$ cat config.mk
export PLATFORM = sky130hd
export DESIGN_NAME = mysystem_rom_reader
export DESIGN_NICKNAME = d
export VERILOG_FILES = /design/src/rtl/mysystem_rom_reader.sv
export SDC_FILE = /design/constraint.sdc
export NUM_CORES = 1
export LEC_CHECK = 0
export CAP_MARGIN = 25
export CORE_UTILIZATION = 35
export CTS_CLUSTER_DIAMETER = 200
export DETAILED_ROUTE_END_ITERATION = 10
export PLACE_DENSITY = 0.6
export SYNTH_ARGS = -nofsm -noshare
export SYNTH_HDL_FRONTEND = slang
export SYNTH_SLANG_ARGS = --single-unit
$ cat constraint.sdc
create_clock -name clk -period 2.3 [get_ports clk]
set_input_delay 0.46 -clock clk [delete_from_list [all_inputs] [get_ports clk]]
set_output_delay 0.46 -clock clk [all_outputs]
set_load 0.02 [all_outputs]
$ cat src/rtl/mysystem_rom_reader.sv
// Avalon-MM block reader: streams word_count ROM words from base_addr out of an Avalon-ST source.
// First beat READ_LATENCY+2 cycles after start; reads issue only against FIFO credit, so st_ready stalls reach m_read.
module mysystem_rom_reader #(
  parameter int ADDR_W       = 10,
  parameter int DATA_W       = 32,
  parameter int READ_LATENCY = 1,
  parameter int FIFO_DEPTH   = 4
) (
  input  logic                clk,
  input  logic                reset,
  input  logic                start,
  input  logic [ADDR_W-1:0]   base_addr,
  input  logic [ADDR_W:0]     word_count,
  output logic                busy,
  output logic                done,
  output logic [ADDR_W-1:0]   m_address,
  output logic                m_read,
  output logic [DATA_W/8-1:0] m_byteenable,
  input  logic                m_waitrequest,
  input  logic [DATA_W-1:0]   m_readdata,
  output logic [DATA_W-1:0]   st_data,
  output logic                st_valid,
  input  logic                st_ready,
  output logic                st_last
);
  localparam int PTR_W = $clog2(FIFO_DEPTH);
  localparam int CNT_W = PTR_W + 1;

  typedef enum logic [1:0] {IDLE, RUN, DRAIN} state_t;
  state_t state, state_nxt;

  logic [ADDR_W:0]         remaining;
  logic [ADDR_W:0]         last_idx;
  logic [ADDR_W:0]         pop_idx;
  logic [CNT_W-1:0]        outstanding;
  logic [CNT_W-1:0]        fifo_count;
  logic [CNT_W:0]          committed;
  logic [PTR_W-1:0]        wr_ptr;
  logic [PTR_W-1:0]        rd_ptr;
  logic [READ_LATENCY-1:0] rd_vld;
  logic [DATA_W-1:0]       fifo_mem [FIFO_DEPTH];
  logic                    start_ok, launch, credit, accept, ret, pop, finish;

  assign start_ok = start && !done && (state == IDLE);
  assign launch   = start_ok && (word_count != '0);

  // Every accepted read owns a FIFO slot until it is popped, so the FIFO can never overflow.
  assign committed = {1'b0, outstanding} + {1'b0, fifo_count};
  assign credit    = committed < (CNT_W+1)'(FIFO_DEPTH);
  assign m_read    = (state == RUN) && credit;
  assign accept    = m_read && !m_waitrequest;
  assign ret       = rd_vld[READ_LATENCY-1];

  assign st_valid     = (fifo_count != '0);
  assign st_data      = fifo_mem[rd_ptr];
  assign st_last      = st_valid && (pop_idx == last_idx);
  assign pop          = st_valid && st_ready;
  assign finish       = (state == DRAIN) && (outstanding == '0) && pop && st_last;
  assign busy         = (state != IDLE);
  assign m_byteenable = '1;

  always_comb begin
    state_nxt = state;
    case (state)
      IDLE:    if (launch) state_nxt = RUN;
      RUN:     if (accept && (remaining == (ADDR_W+1)'(1))) state_nxt = DRAIN;
      DRAIN:   if (finish) state_nxt = IDLE;
      default: state_nxt = IDLE;
    endcase
  end

  always_ff @(posedge clk or posedge reset) begin
    if (reset) begin
      state       <= IDLE;
      done        <= 1'b0;
      m_address   <= '0;
      remaining   <= '0;
      last_idx    <= '0;
      pop_idx     <= '0;
      outstanding <= '0;
      rd_vld      <= '0;
      wr_ptr      <= '0;
      rd_ptr      <= '0;
      fifo_count  <= '0;
    end else begin
      state <= state_nxt;
      done  <= (start_ok && (word_count == '0)) || finish;

      if (launch) begin
        m_address <= base_addr;
        remaining <= word_count;
        last_idx  <= word_count - 1'b1;
        pop_idx   <= '0;
      end else begin
        if (accept) begin
          m_address <= m_address + 1'b1;
          remaining <= remaining - 1'b1;
        end
        if (pop) pop_idx <= pop_idx + 1'b1;
      end

      rd_vld <= READ_LATENCY'({rd_vld, accept});

      case ({accept, ret})
        2'b10:   outstanding <= outstanding + 1'b1;
        2'b01:   outstanding <= outstanding - 1'b1;
        default: ;
      endcase

      if (ret) wr_ptr <= wr_ptr + 1'b1;
      if (pop) rd_ptr <= rd_ptr + 1'b1;
      case ({ret, pop})
        2'b10:   fifo_count <= fifo_count + 1'b1;
        2'b01:   fifo_count <= fifo_count - 1'b1;
        default: ;
      endcase
    end
  end

  always_ff @(posedge clk) begin
    if (ret) fifo_mem[wr_ptr] <= m_readdata;
  end

endmodule

==> results_dict.tcl <==
set metrics [dict create \
    status "finished clean" \
    setup_viol_count_final 0 \
    dp_slack_ns -0.241 \
    core_sq_um 22100 \
    grt_pass1_vias 5168 \
    slew_headroom 0.553 \
    overflow 0 \
    design_area_sq_um 10200 \
    drcViolationCount 0 \
    rsz0062_at_grt "true" \
    skew_ns 0.0222 \
    drv_cap 0 \
    hold_path.class "in -> async" \
    first_iter_violations 355 \
    syn_area_sq_um 7970 \
    hold_violations 0 \
    vias 5031 \
    synthArstFlopShare 0.308 \
    die_h_microns 153 \
    max_stage_delay_ns 0.50 \
    routed_via_density 5.25 \
    fin_nets 738 \
    grt_pass1_wl_microns 28100 \
    cp_slowest_cell "mux4_2" \
    slew_violations 0 \
    fmax_ghz 0.446 \
    synth_seq_cells 185 \
    io_buffers 104 \
    die_w_microns 153 \
    grt_max_degree 39 \
    design.die.area_sq_um 23400 \
    antenna_found_initial 0 \
    power.density_nw_per_um2 1220 \
    ys_types 56 \
    root_buffer "clkbuf_16" \
    cts_hold_buffers 0 \
    htree_num_levels 4 \
    worstPathCellList "buf_4 -> buf_16 -> mux4_2 -> buf_2" \
    cts_tree "built" \
    first_pass_iters 4 \
    cp.required_ns 1.84 \
    place.gp.congestion 0.828 \
    synthDominantCellAreaShare 0.483 \
    cts_sinks 185 \
    numCtsBuffers 17 \
    postRouteAntennaNets 0 \
    synth_top_area_cell "edfxtp_1" \
    place_inst 922 \
    leakage_nw 3.65 \
    ys_seq_area_frac 0.662 \
    multi_input_area_sq_um 2540 \
    synth_top_flop_cell "edfxtp_1" \
    crit_type "reg -> out" \
    insertion_delay_ns 0.43 \
    placed_cell_area_sq_um 9670 \
    fin_crit_ns 2.24 \
    synth_area_leaders "edfxtp_1 (48%), dfrtp_1 (18%), mux4_2 (9.0%)" \
    nFillCells 1925 \
    hpwl_microns 11500 \
    path_clk_slew_ns 0.07 \
    ys_warn_count 0 \
    critPathLaunchType "register" \
    fin_ws_ns 0.0558 \
    cp-end-kind "output pin" \
    area_growth_pct 28.1 \
    wl_microns 17300 \
    tightest_slew_ns 0.669 \
    regArea_sq_um 5270 \
    fin_tns_setup_ns 0 \
    wl_per_cell_microns 18.1 \
    finish.utilization 0.462 \
    clockBufferDepth 2 \
    syn_avg_cell_area_sq_um 15.6 \
    syn_inst 512 \
    whs_ns 0.361 \
    num_rows 54 \
    stdcell_count 958 \
    grt_usage 0.156 \
    synth_edf_count 128 \
    cp_data_arrival_time_ns 1.78 \
    ios 109 \
    finalCritPeriodShare 0.976 \
    ir_drop_uv 572 \
    path_max_fanout 7 \
    layout-drive-gt1-share 0.258 \
    antenna_cells 0 \
    power.total_mw 12.5 \
    initial_core_util 0.361 \
]
[routing by layer]
metal | vias to the layer above | part of all wire | global-route usage
met5 | - | 0 | 0
met4 | 0 | 0.0093 | 0.0418
met3 | 12 | 0.050 | 0.0360
met2 | 154 | 0.48 | 0.258
met1 | 2555 | 0.46 | 0.208
li1 | 2310 | - | -
[logic make-up after synthesis]
logic type,after synthesis,share of synthesized area
and+or+nand+nor,125,0.0902
AOI/OAI and AO/OA,73,0.0639
DFF,185,0.662
muxes,36,0.0958
adders and majority gates,15,0.0254
other,1,0.000471
xor gates and xnor gates,36,0.0396
buffers and inverters,41,0.0229
[registers in the layout (all words and copies together), names as in the netlist]
name / cells
outstanding: 3
done: 1
pop_idx: 11
rd_ptr: 2
fifo_mem: 128
last_idx: 11
wr_ptr: 2
remaining: 11
m_address: 10
fifo_count: 3
state: 2
rd_vld: 1
[worst max-delay path: cells and delay by family, from the launching register on]
kind	cells	cell delay [ns]
mux	1	0.50
buf+inv	3	0.46
flops	1	0.40
[report_power, final]
group | switching, mW | internal [mW] | total [mW]
clock network | 1.42 | 1.47 | 2.88
logic | 2.47 | 2.29 | 4.75
registers | 0.547 | 4.30 | 4.84
total | 4.43 | 8.05 | 12.5
[placed cells by master, fill, tap and decap left out, drive strengths merged, types with 6 or more instances in the layout]
| cell | netlist | layout |
|---|---|---|
| xnor2 | 28 | 28 |
| ha | 13 | 13 |
| nor3 | 14 | 14 |
| or3 | 7 | 7 |
| or4 | 10 | 10 |
| clkbuf | 12 | 18 |
| nand4 | 10 | 10 |
| inv | 15 | 23 |
| buf | 12 | 85 |
| clkdlybuf4s50 | 0 | 68 |
| nand2 | 18 | 18 |
| xor2 | 8 | 8 |
| nor4 | 8 | 8 |
| nand3 | 12 | 12 |
| a21oi | 11 | 11 |
| a31oi | 9 | 9 |
| edfxtp | 128 | 128 |
| and2 | 6 | 6 |
| nor2 | 21 | 21 |
| o31ai | 7 | 7 |
| a221o | 8 | 8 |
| dfrtp | 57 | 57 |
| clkinv | 2 | 9 |
| o21ai | 22 | 22 |
| mux4 | 32 | 32 |
[final timing paths]
check | slack [ns] | end | start | depth (start not counted)
min in group clk | 0.53 | rd_ptr[1] | rd_ptr[1] | 1
max in group asynchronous | 1.34 | pop_idx[3] | reset | 3
worst min register to register | 0.53 | rd_ptr[1] | rd_ptr[1] | 1
worst max-delay path | 0.06 | st_data[29] | rd_ptr[0] | 4
worst max register to register | 0.14 | outstanding[2] | fifo_count[1] | 9
worst min-delay path | 0.36 | wr_ptr[1] | reset | 2
[final cells by class]
| type | count | area share |
|---|---|---|
| flip-flops and latches | 185 | 0.517 |
| multi-input cells | 289 | 0.249 |
| repair buffers | 155 | 0.135 |
| clock buffers | 17 | 0.0417 |
| well taps | 280 | 0.0343 |
| clock inverters | 15 | 0.0163 |
| inverters | 17 | 0.00625 |
[Yosys cell counts, drive strengths merged (2+ instances only)]
cell / count
a21oi: 11
a221o: 8
a2bb2oi: 2
a31oi: 9
and2: 6
buf: 12
clkbuf: 12
clkinv: 2
dfrtp: 57
edfxtp: 128
fa: 2
ha: 13
inv: 15
mux2: 2
mux2i: 2
mux4: 32
nand2: 18
nand2b: 3
nand3: 12
nand4: 10
nand4b: 2
nor2: 21
nor3: 14
nor4: 8
nor4b: 2
o211ai: 3
o21ai: 22
o31ai: 7
o32a: 2
o41ai: 4
or2: 5
or3: 7
or3b: 2
or4: 10
xnor2: 28
xor2: 8
[timing repair]
| item | CTS | global route |
|---|---|---|
| pin swaps | 0 | 1 |
| gates cloned | 1 | 0 |
| resized for setup | 127 | 38 |
| setup buffers | 3 | 0 |
| setup endpoints to repair | 36 | 40 |
No activity file was read; power rests on OpenSTA's default activity.
